--- config.mk ---
export PLATFORM = sky130hd
export DESIGN_NAME = spi_cfg_sequencer_flat
export DESIGN_NICKNAME = d
export VERILOG_FILES = /design/src/rtl/spi_cfg_pkg.sv /design/src/rtl/spi_cfg_sequencer_if.sv /design/src/rtl/spi_cfg_sequencer_shift_engine.sv /design/src/rtl/spi_cfg_sequencer.sv /design/src/flat_wrapper.sv
export SDC_FILE = /design/constraint.sdc
export NUM_CORES = 1
export LEC_CHECK = 0
export CORE_MARGIN = 4
export CORE_UTILIZATION = 59
export CTS_CLUSTER_SIZE = 28
export DETAILED_ROUTE_END_ITERATION = 8
export PLACE_DENSITY = 0.85
export SYNTH_ARGS = -nofsm -noshare
export SYNTH_HDL_FRONTEND = slang
export SYNTH_SLANG_ARGS = --single-unit
--- constraint.sdc ---
create_clock -name clk -period 3.6 [get_ports clk]
set_input_delay 1.08 -clock clk [delete_from_list [all_inputs] [get_ports clk]]
set_output_delay 1.08 -clock clk [all_outputs]
set_load 0.05 [all_outputs]
--- src/rtl/spi_cfg_pkg.sv ---
// Shared constants and helpers for the SPI configuration sequencer.
package spi_cfg_pkg;

  typedef logic [2:0] state_t;

  localparam state_t ST_IDLE  = 3'd0;
  localparam state_t ST_FETCH = 3'd1;
  localparam state_t ST_CHECK = 3'd2;
  localparam state_t ST_SHIFT = 3'd3;
  localparam state_t ST_GAP   = 3'd4;
  localparam state_t ST_DONE  = 3'd5;
  localparam state_t ST_ERR   = 3'd6;

  // Wide enough for any practical entry; callers slice to ENTRY_W.
  localparam logic [63:0] SENTINEL = '1;

  function automatic int entry_w(input int aw, input int dw);
    return 1 + aw + dw;
  endfunction

  // rw flag sits just above the addr and data fields.
  function automatic int rw_pos(input int aw, input int dw);
    return aw + dw;
  endfunction

endpackage

--- src/rtl/spi_cfg_sequencer_if.sv ---
// Control, table and SPI pin bundle of the configuration sequencer.
interface spi_cfg_sequencer_if
  import spi_cfg_pkg::*;
#(
  parameter int ADDR_W    = 7,
  parameter int DATA_W    = 8,
  parameter int LUT_DEPTH = 32,
  parameter int NUM_CS    = 2
);
  localparam int IDX_W   = $clog2(LUT_DEPTH);
  localparam int CS_W    = (NUM_CS > 1) ? $clog2(NUM_CS) : 1;
  localparam int ENTRY_W = entry_w(ADDR_W, DATA_W);

  logic               start;
  logic [CS_W-1:0]    cs_sel;
  logic [IDX_W-1:0]   lut_index;
  logic [ENTRY_W-1:0] lut_data;
  logic               spi_sclk;
  logic [NUM_CS-1:0]  spi_csn;
  logic               spi_mosi;
  logic               spi_miso;
  logic               busy;
  logic               done;
  logic               error;
  logic [IDX_W-1:0]   err_index;
  logic [DATA_W-1:0]  rd_data;

  modport slave (
    input  start, cs_sel, lut_data, spi_miso,
    output lut_index, spi_sclk, spi_csn, spi_mosi, busy, done, error, err_index, rd_data
  );

  modport master (
    output start, cs_sel, lut_data, spi_miso,
    input  lut_index, spi_sclk, spi_csn, spi_mosi, busy, done, error, err_index, rd_data
  );

endinterface

--- src/rtl/spi_cfg_sequencer_shift_engine.sv ---
// One SPI mode-0 frame per load: SCLK divider, MOSI shift, MISO capture, CSn timing.
module spi_shift_engine #(
  parameter int ENTRY_W = 16,
  parameter int DATA_W  = 8,
  parameter int NUM_CS  = 2,
  parameter int CS_W    = 1,
  parameter int CLK_DIV = 4
) (
  input  logic               clk,
  input  logic               rst_n,
  input  logic               load_i,
  input  logic [ENTRY_W-1:0] frame_i,
  input  logic [CS_W-1:0]    cs_i,
  input  logic               miso_i,
  output logic               sclk_o,
  output logic [NUM_CS-1:0]  csn_o,
  output logic               mosi_o,
  output logic [DATA_W-1:0]  rx_o,
  output logic               frame_done_o
);
  localparam int DIV_W = $clog2(CLK_DIV + 1);
  localparam int BIT_W = $clog2(ENTRY_W + 1);

  logic               active_q, active_d, tail_q, tail_d, sclk_q, sclk_d;
  logic               mosi_q, mosi_d, done_q, done_d;
  logic [NUM_CS-1:0]  csn_q, csn_d;
  logic [ENTRY_W-1:0] sh_q, sh_d;
  logic [DATA_W-1:0]  rx_q, rx_d;
  logic [DIV_W-1:0]   div_q, div_d;
  logic [BIT_W-1:0]   bit_q, bit_d;

  always_comb begin
    active_d = active_q;
    tail_d   = tail_q;
    sclk_d   = sclk_q;
    mosi_d   = mosi_q;
    csn_d    = csn_q;
    sh_d     = sh_q;
    rx_d     = rx_q;
    div_d    = div_q;
    bit_d    = bit_q;
    done_d   = 1'b0;
    if (load_i && !active_q) begin
      active_d = 1'b1;
      tail_d   = 1'b0;
      sclk_d   = 1'b0;
      div_d    = '0;
      bit_d    = '0;
      sh_d     = frame_i;
      mosi_d   = frame_i[ENTRY_W-1];
      for (int i = 0; i < NUM_CS; i++) csn_d[i] = (CS_W'(i) != cs_i);
    end else if (active_q) begin
      if (div_q == DIV_W'(CLK_DIV - 1)) begin
        div_d = '0;
        if (tail_q) begin
          // trailing half-period elapsed: release CSn and hand back
          active_d = 1'b0;
          tail_d   = 1'b0;
          csn_d    = '1;
          mosi_d   = 1'b0;
          done_d   = 1'b1;
        end else if (!sclk_q) begin
          sclk_d = 1'b1;
          rx_d   = {rx_q[DATA_W-2:0], miso_i};
        end else begin
          sclk_d = 1'b0;
          if (bit_q == BIT_W'(ENTRY_W - 1)) begin
            tail_d = 1'b1;
          end else begin
            bit_d  = bit_q + 1'b1;
            sh_d   = {sh_q[ENTRY_W-2:0], 1'b0};
            mosi_d = sh_q[ENTRY_W-2];
          end
        end
      end else begin
        div_d = div_q + 1'b1;
      end
    end
  end

  always_ff @(posedge clk or negedge rst_n) begin
    if (!rst_n) begin
      active_q <= 1'b0;
      tail_q   <= 1'b0;
      sclk_q   <= 1'b0;
      mosi_q   <= 1'b0;
      done_q   <= 1'b0;
      csn_q    <= '1;
      sh_q     <= '0;
      rx_q     <= '0;
      div_q    <= '0;
      bit_q    <= '0;
    end else begin
      active_q <= active_d;
      tail_q   <= tail_d;
      sclk_q   <= sclk_d;
      mosi_q   <= mosi_d;
      done_q   <= done_d;
      csn_q    <= csn_d;
      sh_q     <= sh_d;
      rx_q     <= rx_d;
      div_q    <= div_d;
      bit_q    <= bit_d;
    end
  end

  assign sclk_o       = sclk_q;
  assign csn_o        = csn_q;
  assign mosi_o       = mosi_q;
  assign rx_o         = rx_q;
  assign frame_done_o = done_q;

endmodule

--- src/rtl/spi_cfg_sequencer.sv ---
// Table-driven SPI register configuration sequencer: FSM, indexing, readback verify.
// Build option: define CFG_READ_VERIFY_EN to compare read data against the table entry.
module spi_cfg_sequencer
  import spi_cfg_pkg::*;
#(
  parameter int ADDR_W    = 7,
  parameter int DATA_W    = 8,
  parameter int LUT_DEPTH = 32,
  parameter int NUM_CS    = 2,
  parameter int CLK_DIV   = 4,
  parameter int CS_GAP    = 8
) (
  input logic                 clk,
  input logic                 rst_n,
  spi_cfg_sequencer_if.slave  bus
);
  localparam int ENTRY_W = entry_w(ADDR_W, DATA_W);
  localparam int RW_BIT  = rw_pos(ADDR_W, DATA_W);
  localparam int IDX_W   = $clog2(LUT_DEPTH);
  localparam int CS_W    = (NUM_CS > 1) ? $clog2(NUM_CS) : 1;
  localparam int GAP_W   = $clog2(CS_GAP + 1);
  localparam logic [ENTRY_W-1:0] SENT     = SENTINEL[ENTRY_W-1:0];
  localparam logic [IDX_W-1:0]   LAST_IDX = IDX_W'(LUT_DEPTH - 1);

  state_t             state_q, state_d;
  logic [IDX_W-1:0]   idx_q, idx_d, err_idx_q, err_idx_d;
  logic [ENTRY_W-1:0] entry_q, entry_d;
  logic [CS_W-1:0]    cs_q, cs_d, cs_clamped;
  logic [GAP_W-1:0]   gap_q, gap_d;
  logic [DATA_W-1:0]  rd_q, rd_d, rx_data;
  logic               busy_q, busy_d, done_q, done_d, err_q, err_d, mism_q, mism_d;
  logic               load, frame_done, mismatch;

  assign cs_clamped = (int'(bus.cs_sel) >= NUM_CS) ? '0 : bus.cs_sel;

`ifdef CFG_READ_VERIFY_EN
  assign mismatch = entry_q[RW_BIT] && (rx_data != entry_q[DATA_W-1:0]);
`else
  assign mismatch = 1'b0;
`endif

  always_comb begin
    state_d   = state_q;
    idx_d     = idx_q;
    err_idx_d = err_idx_q;
    entry_d   = entry_q;
    cs_d      = cs_q;
    gap_d     = gap_q;
    rd_d      = rd_q;
    busy_d    = busy_q;
    err_d     = err_q;
    mism_d    = mism_q;
    done_d    = 1'b0;
    load      = 1'b0;
    case (state_q)
      ST_IDLE: if (bus.start) begin
        busy_d  = 1'b1;
        err_d   = 1'b0;
        mism_d  = 1'b0;
        idx_d   = '0;
        cs_d    = cs_clamped;
        state_d = ST_FETCH;
      end
      ST_FETCH: begin
        entry_d = bus.lut_data;
        state_d = ST_CHECK;
      end
      ST_CHECK: begin
        if (entry_q == SENT) begin
          done_d  = 1'b1;
          busy_d  = 1'b0;
          state_d = ST_DONE;
        end else begin
          load    = 1'b1;
          state_d = ST_SHIFT;
        end
      end
      ST_SHIFT: if (frame_done) begin
        if (entry_q[RW_BIT]) rd_d = rx_data;
        mism_d  = mismatch;
        gap_d   = '0;
        state_d = ST_GAP;
      end
      ST_GAP: begin
        if (gap_q == GAP_W'(CS_GAP - 1)) begin
          if (mism_q) begin
            err_d     = 1'b1;
            err_idx_d = idx_q;
            busy_d    = 1'b0;
            state_d   = ST_ERR;
          end else if (idx_q == LAST_IDX) begin
            done_d  = 1'b1;
            busy_d  = 1'b0;
            state_d = ST_DONE;
          end else begin
            idx_d   = idx_q + 1'b1;
            state_d = ST_FETCH;
          end
        end else begin
          gap_d = gap_q + 1'b1;
        end
      end
      ST_DONE, ST_ERR: state_d = ST_IDLE;
      default:         state_d = ST_IDLE;
    endcase
  end

  always_ff @(posedge clk or negedge rst_n) begin
    if (!rst_n) begin
      state_q   <= ST_IDLE;
      idx_q     <= '0;
      err_idx_q <= '0;
      entry_q   <= '0;
      cs_q      <= '0;
      gap_q     <= '0;
      rd_q      <= '0;
      busy_q    <= 1'b0;
      done_q    <= 1'b0;
      err_q     <= 1'b0;
      mism_q    <= 1'b0;
    end else begin
      state_q   <= state_d;
      idx_q     <= idx_d;
      err_idx_q <= err_idx_d;
      entry_q   <= entry_d;
      cs_q      <= cs_d;
      gap_q     <= gap_d;
      rd_q      <= rd_d;
      busy_q    <= busy_d;
      done_q    <= done_d;
      err_q     <= err_d;
      mism_q    <= mism_d;
    end
  end

  spi_shift_engine #(
    .ENTRY_W (ENTRY_W),
    .DATA_W  (DATA_W),
    .NUM_CS  (NUM_CS),
    .CS_W    (CS_W),
    .CLK_DIV (CLK_DIV)
  ) u_eng (
    .clk          (clk),
    .rst_n        (rst_n),
    .load_i       (load),
    .frame_i      (entry_q),
    .cs_i         (cs_q),
    .miso_i       (bus.spi_miso),
    .sclk_o       (bus.spi_sclk),
    .csn_o        (bus.spi_csn),
    .mosi_o       (bus.spi_mosi),
    .rx_o         (rx_data),
    .frame_done_o (frame_done)
  );

  assign bus.lut_index = idx_q;
  assign bus.busy      = busy_q;
  assign bus.done      = done_q;
  assign bus.error     = err_q;
  assign bus.err_index = err_idx_q;
  assign bus.rd_data   = rd_q;

endmodule

--- src/flat_wrapper.sv ---
// flat-port wrapper written by rule: the top's interface ports become plain ports
module spi_cfg_sequencer_flat import spi_cfg_pkg::*;
#(
  parameter int ADDR_W    = 7,
  parameter int DATA_W    = 8,
  parameter int LUT_DEPTH = 32,
  parameter int NUM_CS    = 2,
  parameter int CLK_DIV   = 4,
  parameter int CS_GAP    = 8
)
  (clk, rst_n, bus_start, bus_cs_sel, bus_lut_data, bus_spi_miso, bus_lut_index, bus_spi_sclk, bus_spi_csn, bus_spi_mosi, bus_busy, bus_done, bus_error, bus_err_index, bus_rd_data);
  spi_cfg_sequencer_if #(.ADDR_W(ADDR_W), .DATA_W(DATA_W), .LUT_DEPTH(LUT_DEPTH), .NUM_CS(NUM_CS)) bus_i ();
  input logic clk;
  input logic rst_n;
  input wire logic [$bits(bus_i.start)-1:0] bus_start;
  input wire logic [$bits(bus_i.cs_sel)-1:0] bus_cs_sel;
  input wire logic [$bits(bus_i.lut_data)-1:0] bus_lut_data;
  input wire logic [$bits(bus_i.spi_miso)-1:0] bus_spi_miso;
  output wire logic [$bits(bus_i.lut_index)-1:0] bus_lut_index;
  output wire logic [$bits(bus_i.spi_sclk)-1:0] bus_spi_sclk;
  output wire logic [$bits(bus_i.spi_csn)-1:0] bus_spi_csn;
  output wire logic [$bits(bus_i.spi_mosi)-1:0] bus_spi_mosi;
  output wire logic [$bits(bus_i.busy)-1:0] bus_busy;
  output wire logic [$bits(bus_i.done)-1:0] bus_done;
  output wire logic [$bits(bus_i.error)-1:0] bus_error;
  output wire logic [$bits(bus_i.err_index)-1:0] bus_err_index;
  output wire logic [$bits(bus_i.rd_data)-1:0] bus_rd_data;
  assign bus_i.start = bus_start;
  assign bus_i.cs_sel = bus_cs_sel;
  assign bus_i.lut_data = bus_lut_data;
  assign bus_i.spi_miso = bus_spi_miso;
  assign bus_lut_index = bus_i.lut_index;
  assign bus_spi_sclk = bus_i.spi_sclk;
  assign bus_spi_csn = bus_i.spi_csn;
  assign bus_spi_mosi = bus_i.spi_mosi;
  assign bus_busy = bus_i.busy;
  assign bus_done = bus_i.done;
  assign bus_error = bus_i.error;
  assign bus_err_index = bus_i.err_index;
  assign bus_rd_data = bus_i.rd_data;
  spi_cfg_sequencer #(.ADDR_W(ADDR_W), .DATA_W(DATA_W), .LUT_DEPTH(LUT_DEPTH), .NUM_CS(NUM_CS), .CLK_DIV(CLK_DIV), .CS_GAP(CS_GAP)) u_core (.clk(clk), .rst_n(rst_n), .bus(bus_i));
endmodule
==> flow_summary.toml, run 1 <==
[worst_setup_path]
r2r-start = "u_core.bus.lut_index[0]"
rr_worst_depth = 7
critPathSlowestCell = "clkdlybuf4s50_1"
start_kind = "flop"
worst_ep_arrival_time_ns = 1.68
critPathCapture = "bus_spi_csn[0]"
crit_path_start = "u_core.u_eng.csn_o[0]"
r2r-end = "u_core.bus.lut_index[3]"
critPathBufInv = 1
worst-path-stages = 1
crit_type = "flop to primary output"
worstPathRequired_ns = 2.52
critical_path.top_delay_family = "buffers and inverters"
ff2ff_setup_slack_ns = 1.20
critPathCaptureType = "primary output"
path_cells = "clkdlybuf4s50_1"
crit_fanout = 2
slowest_delay_ns = 0.80

[timing]
hold_violations = 0
max_freq_ghz = 0.362
skew_ns = 0.0111
setup_viol = 0
worstMarginPinSlew_ns = 0.955
min_period_ns = 2.76
whs_ns = 0.492
drv_slew = 0
setup-tns-final_ns = 0
grt_setup_unrepaired = "no"
relSlewSlack = 0.363
period_share = 0.766
worst_slack_ns = 0.841

[synth]
synth_edf_count = 0
synthTopCellsByCount = "dfrtp_1 (76), mux2_2 (32), nand2_1 (18), nor2_1 (18), nand3_1 (16)"
synth_top_area_share = 0.551
async_flop_share = 1.00
avgSynthCellArea_um2 = 12.2
synth_warnings = 0
syn_area_um2 = 3450
yosys-top-cells-area = "dfrtp_1 (55%), mux2_2 (10%), a221o_1 (3.5%), and3_1 (2.7%), nand3_1 (2.3%)"
post-synth-top-count-cell = "dfrtp_1"
synth-seq-cells = 78
synth_cell_types = 48
yosysSeqAreaShare = 0.566
synth_flop_cell = "dfrtp_1"
netlist_instances = 284
yosysTopAreaCell = "dfrtp_1"

[clock_network]
insertion_delay_ns = 0.35
clk_path_buf_depth = 2
clk_pin_slew_ns = 0.08
tritoncts = "yes"
ctsHoldBuffers = 0
cts_made_buffers = 9
cts.sinks = 78
cts_resized = 0
root_buffer = "clkbuf_8"
post-cts-setup-buffers = 0
htree_levels = 3

[grt]
grt_pass1_wl_um = 11700
grt_pass1_vias = 2432
antenna_found_initial = 0
grt_max_degree = 79
grt-ovfl-total = 0
track_usage = 0.207

[place]
port_buffers = 40
place_area_um2 = 3870
gp_congestion = 0.832
post-dp-hpwl_um = 4610
place_worst_setup_slack_ns = 1.22

[floorplanning]
fp.coreArea_um2 = 5610
io_pins = 46
dieWidth_um = 84.5
start_util = 0.616
dieArea_um2 = 7140
die_h_um = 84.5
num_rows = 27

[route]
viasPerCell = 5.98
ant_nets = 0
wl_per_cell_um = 17.0
dr_total_vias = 2399
wirelength_um = 6820
firstDrtPassIters = 5
drt-initial-drc-count = 194
route.detailed.drc = 0

[layout]
area_growth_pct = 19.1
num_antenna_cells = 0
nets = 351
post-route-util = 0.734
final_area_um2 = 4110
drive_gt1_frac = 0.185

[power]
leakage_nw = 1.83
vdd_ir_drop_max_uv = 332
powerDensity_nw_per_um2 = 439

[min_path]
worstHoldStart = "u_core.bus.error"
hp-class = "flop to flop"

[flow_run]
maxCapViolations = 0

[run_status]
status = "complete, no violations"
cell type report:
type	count	area, µm²
Sequential cell	78	1950
Fill cell	386	1490
Multi-Input combinational cell	188	1390
Timing Repair Buffer	42	413
Clock buffer	9	124
Clock inverter	7	120
Tap cell	72	90.1
Inverter	5	18.8
cell usage in the layout, fill, tap and decap left out, types with 4 or more instances in the layout:
| master | netlist | layout |
|---|---|---|
| dfrtp_1 | 76 | 76 |
| clkbuf_8 | 0 | 9 |
| and2_1 | 5 | 5 |
| a21oi_1 | 4 | 4 |
| mux2i_1 | 4 | 4 |
| nor2_1 | 18 | 18 |
| ha_1 | 6 | 6 |
| mux2_2 | 32 | 32 |
| nand2_1 | 18 | 18 |
| nand3_1 | 16 | 16 |
| and3_1 | 15 | 15 |
| nand4_1 | 5 | 5 |
| a221o_1 | 12 | 12 |
| clkdlybuf4s50_1 | 0 | 39 |
| inv_1 | 5 | 5 |
| conb_1 | 1 | 5 |
| o21ai_0 | 7 | 7 |
worst min path at each step:
stage                       endpoint  slack [ns]  depth (start not counted)
floorplan                u_core.cs_q        0.45                          2
global route        u_core.bus.error        0.52                          1
CTS                 u_core.bus.error        0.49                          1
finish              u_core.bus.error        0.49                          1
detailed placement  u_core.bus.error        0.47                          1
global placement    u_core.bus.error        0.47                          1
power breakdown:
| group | total [W] | internal (W) | switching (W) |
|---|---|---|---|
| clock | 0.000790 | 0.000464 | 0.000326 |
| combinational | 0.0000944 | 0.0000457 | 0.0000487 |
| sequential | 0.000920 | 0.000901 | 0.0000189 |
| total | 0.00180 | 0.00141 | 0.000394 |
cell families after synthesis:
| group | after synthesis | synth area share |
|---|---|---|
| xor gates and xnor gates | 6 | 0.0152 |
| other | 1 | 0.00109 |
| and+or+nand+nor | 94 | 0.150 |
| muxes | 36 | 0.116 |
| DFF | 78 | 0.566 |
| buffers and inverters | 22 | 0.0348 |
| adders and majority gates | 6 | 0.0217 |
| AOI/OAI and AO/OA | 41 | 0.0957 |
flip-flops by register name, summed over array words and instances (netlist names), 2 cells and up:
name and cells:
u_core.bus.rd_data 8, u_core.gap_q 4, u_core.u_eng.bit_q 5, u_core.u_eng.div_q 3
u_core.u_eng.rx_o 8, u_core.entry_q 16, u_core.bus.lut_index 5, u_core.u_eng.csn_o 2
u_core.u_eng.sh_q 15, u_core.state_q 3
routing by layer:
metal	track usage	wire length (µm)	vias to the layer above
li1	-	-	1103
met5	0	0	-
met2	0.321	3240	85
met4	0.0863	119	0
met1	0.280	3100	1199
met3	0.0491	362	12
through the flow:
stage               power (W)  std cells
floorplan            0.000985        288
global placement      0.00103        385
detailed placement    0.00103        385
CTS                   0.00181        401
global route          0.00187        401
finish                0.00180        401
Power figures use the tool's default switching activity.
==> run 2: changes to the inputs <==
--- a/config.mk
+++ b/config.mk
@@ -6,10 +6,10 @@
 export NUM_CORES = 1
 export LEC_CHECK = 0
 export CORE_MARGIN = 4
-export CORE_UTILIZATION = 59
+export CORE_UTILIZATION = 49
 export CTS_CLUSTER_SIZE = 28
 export DETAILED_ROUTE_END_ITERATION = 8
-export PLACE_DENSITY = 0.85
+export PLACE_DENSITY = 0.75
 export SYNTH_ARGS = -nofsm -noshare
 export SYNTH_HDL_FRONTEND = slang
 export SYNTH_SLANG_ARGS = --single-unit
==> constraint.sdc (replaced) <==
create_clock -name clk -period 2.4 [get_ports clk]
set_input_delay 0.72 -clock clk [delete_from_list [all_inputs] [get_ports clk]]
set_output_delay 0.72 -clock clk [all_outputs]
set_load 0.05 [all_outputs]
==> run 2 against run 1 <==
Register-to-register slack lost 0.82 ns. Non-clock buffer count grew 7. Critical endpoint is now bus_spi_sclk. First-iteration DRC count shrank 51%. Wire length shrank 6.5%. Clock skew shrank 0.00071 ns. Design area grew 1.7%. Largest power group unchanged. Cell count grew 7.7%. Via count shrank 2.6%. Highest routed layer unchanged. Global-route usage shrank 4.4 points.
==> flow_summary.toml, run 2 (synthesis gave the netlist of run 1 again) <==
[run_status]
status = "complete, no violations"

[floorplanning]
dieArea_um2 = 8450
fp.coreArea_um2 = 6830
start_util = 0.505
io_pins = 46
die_h_um = 92.0
dieWidth_um = 92.0
num_rows = 30

[worst_setup_path]
start_kind = "flop"
crit_fanout = 5
critPathCapture = "bus_spi_sclk"
path_cells = "clkdlybuf4s50_1"
r2r-start = "u_core.u_eng.bit_q[0]"
slowest_delay_ns = 0.84
crit_path_start = "u_core.u_eng.sclk_o"
worst_ep_arrival_time_ns = 1.61
critPathSlowestCell = "clkdlybuf4s50_1"
ff2ff_setup_slack_ns = 0.38
r2r-end = "u_core.u_eng.sh_q[6]"
critPathBufInv = 1
worst-path-stages = 1
crit_type = "flop to primary output"
rr_worst_depth = 7
critPathCaptureType = "primary output"
critical_path.top_delay_family = "buffers and inverters"
worstPathRequired_ns = 1.68

[timing]
relSlewSlack = 0.595
max_freq_ghz = 0.429
setup-tns-final_ns = 0
grt_setup_unrepaired = "no"
setup_viol = 0
worstMarginPinSlew_ns = 0.604
drv_slew = 0
hold_violations = 0
skew_ns = 0.0104
period_share = 0.972
min_period_ns = 2.33

[power]
vdd_ir_drop_max_uv = 302
fin_total_pwr_w = 0.00262
powerDensity_nw_per_um2 = 627
leakage_nw = 1.86

[grt]
track_usage = 0.163
grt-ovfl-total = 0
grt_pass1_vias = 2304
grt_max_degree = 38
grt_pass1_wl_um = 10900
antenna_found_initial = 0

[layout]
num_antenna_cells = 0
regMostFlops = "u_core.entry_q"
final_common_cell = "dfrtp_1"
largest_reg_flops = 16
final_cell_mix = "dfrtp_1 (76), clkdlybuf4s50_1 (37), mux2_2 (32)"
nets = 358
drive_gt1_frac = 0.205
reg_top3 = "u_core.entry_q: 16 flops, u_core.u_eng.sh_q: 15 flops"
final_area_um2 = 4190
area_growth_pct = 21.2

[clock_network]
cts_made_buffers = 9
cts.sinks = 78
htree_levels = 3
ctsHoldBuffers = 0
insertion_delay_ns = 0.35
post-cts-setup-buffers = 0
clk_path_buf_depth = 2
cts_resized = 0
tritoncts = "yes"
clk_pin_slew_ns = 0.08
root_buffer = "clkbuf_8"

[route]
wl_per_cell_um = 14.8
route.detailed.drc = 0
dr_total_vias = 2337
firstDrtPassIters = 4
viasPerCell = 5.41
drt-initial-drc-count = 96
wirelength_um = 6380
ant_nets = 0

[place]
post-dp-hpwl_um = 4480
place_area_um2 = 3960
port_buffers = 40
gp_congestion = 0.831

[flow_run]
maxCapViolations = 0

[min_path]
hp-class = "primary input to async pin"
## run 2: how the worst min path moves through the flow
stage                               start                       to  depth (start not counted)
floorplan                           rst_n          u_core.bus.busy                          0
global placement         u_core.bus.error         u_core.bus.error                          1
detailed placement  u_core.u_eng.div_q[1]    u_core.u_eng.div_q[1]                          1
CTS                                 rst_n  u_core.bus.lut_index[0]                          1
global route                        rst_n  u_core.bus.lut_index[0]                          1
finish                              rst_n  u_core.bus.lut_index[0]                          1
## run 2: area by class of cell
cell class	count	area [µm²]
Multi-Input combinational cell	188	1390
Sequential cell	78	1950
Fill cell	586	2650
Inverter	5	18.8
Tap cell	96	120
Clock inverter	4	70.1
Clock buffer	12	155
Timing Repair Buffer	49	473
## run 2: worst reg2reg max path, cell delays in order, from the launching register on
cell and delay, ns:
dfrtp_1 0.40, ha_1 0.22, and3_1 0.18, ha_1 0.19, nor2b_1 0.14, and2_1 0.31
a21oi_4 0.12, a221o_1 0.33
## run 2: report_power, final
group | total, W | switching (W) | internal (W) | leakage [nW]
clock network | 0.00110 | 0.000458 | 0.000640 | 0.116
logic | 0.000146 | 0.0000728 | 0.0000731 | 0.806
registers | 0.00138 | 0.0000278 | 0.00135 | 0.941
## run 2: layer usage
layer  global-route usage  vias up  part of all wire
li1                     -     1120                 -
met4               0.0705        0             0.016
met3               0.0418        8             0.044
met1                0.215     1164              0.48
met2                0.254       45              0.46
met5                    0        -                 0
## run 2: stage by stage
stage	worst slack [ns]	instances	hold WS [ns]	utilization
after global routing	0.00611	432	0.263	0.613
after floorplan	0.0528	288	0.424	-
after detailed placement	0.388	416	0.490	0.580
after CTS	0.0380	432	0.257	0.613
final	0.0675	432	0.258	0.613
after global placement	0.424	416	0.469	0.580
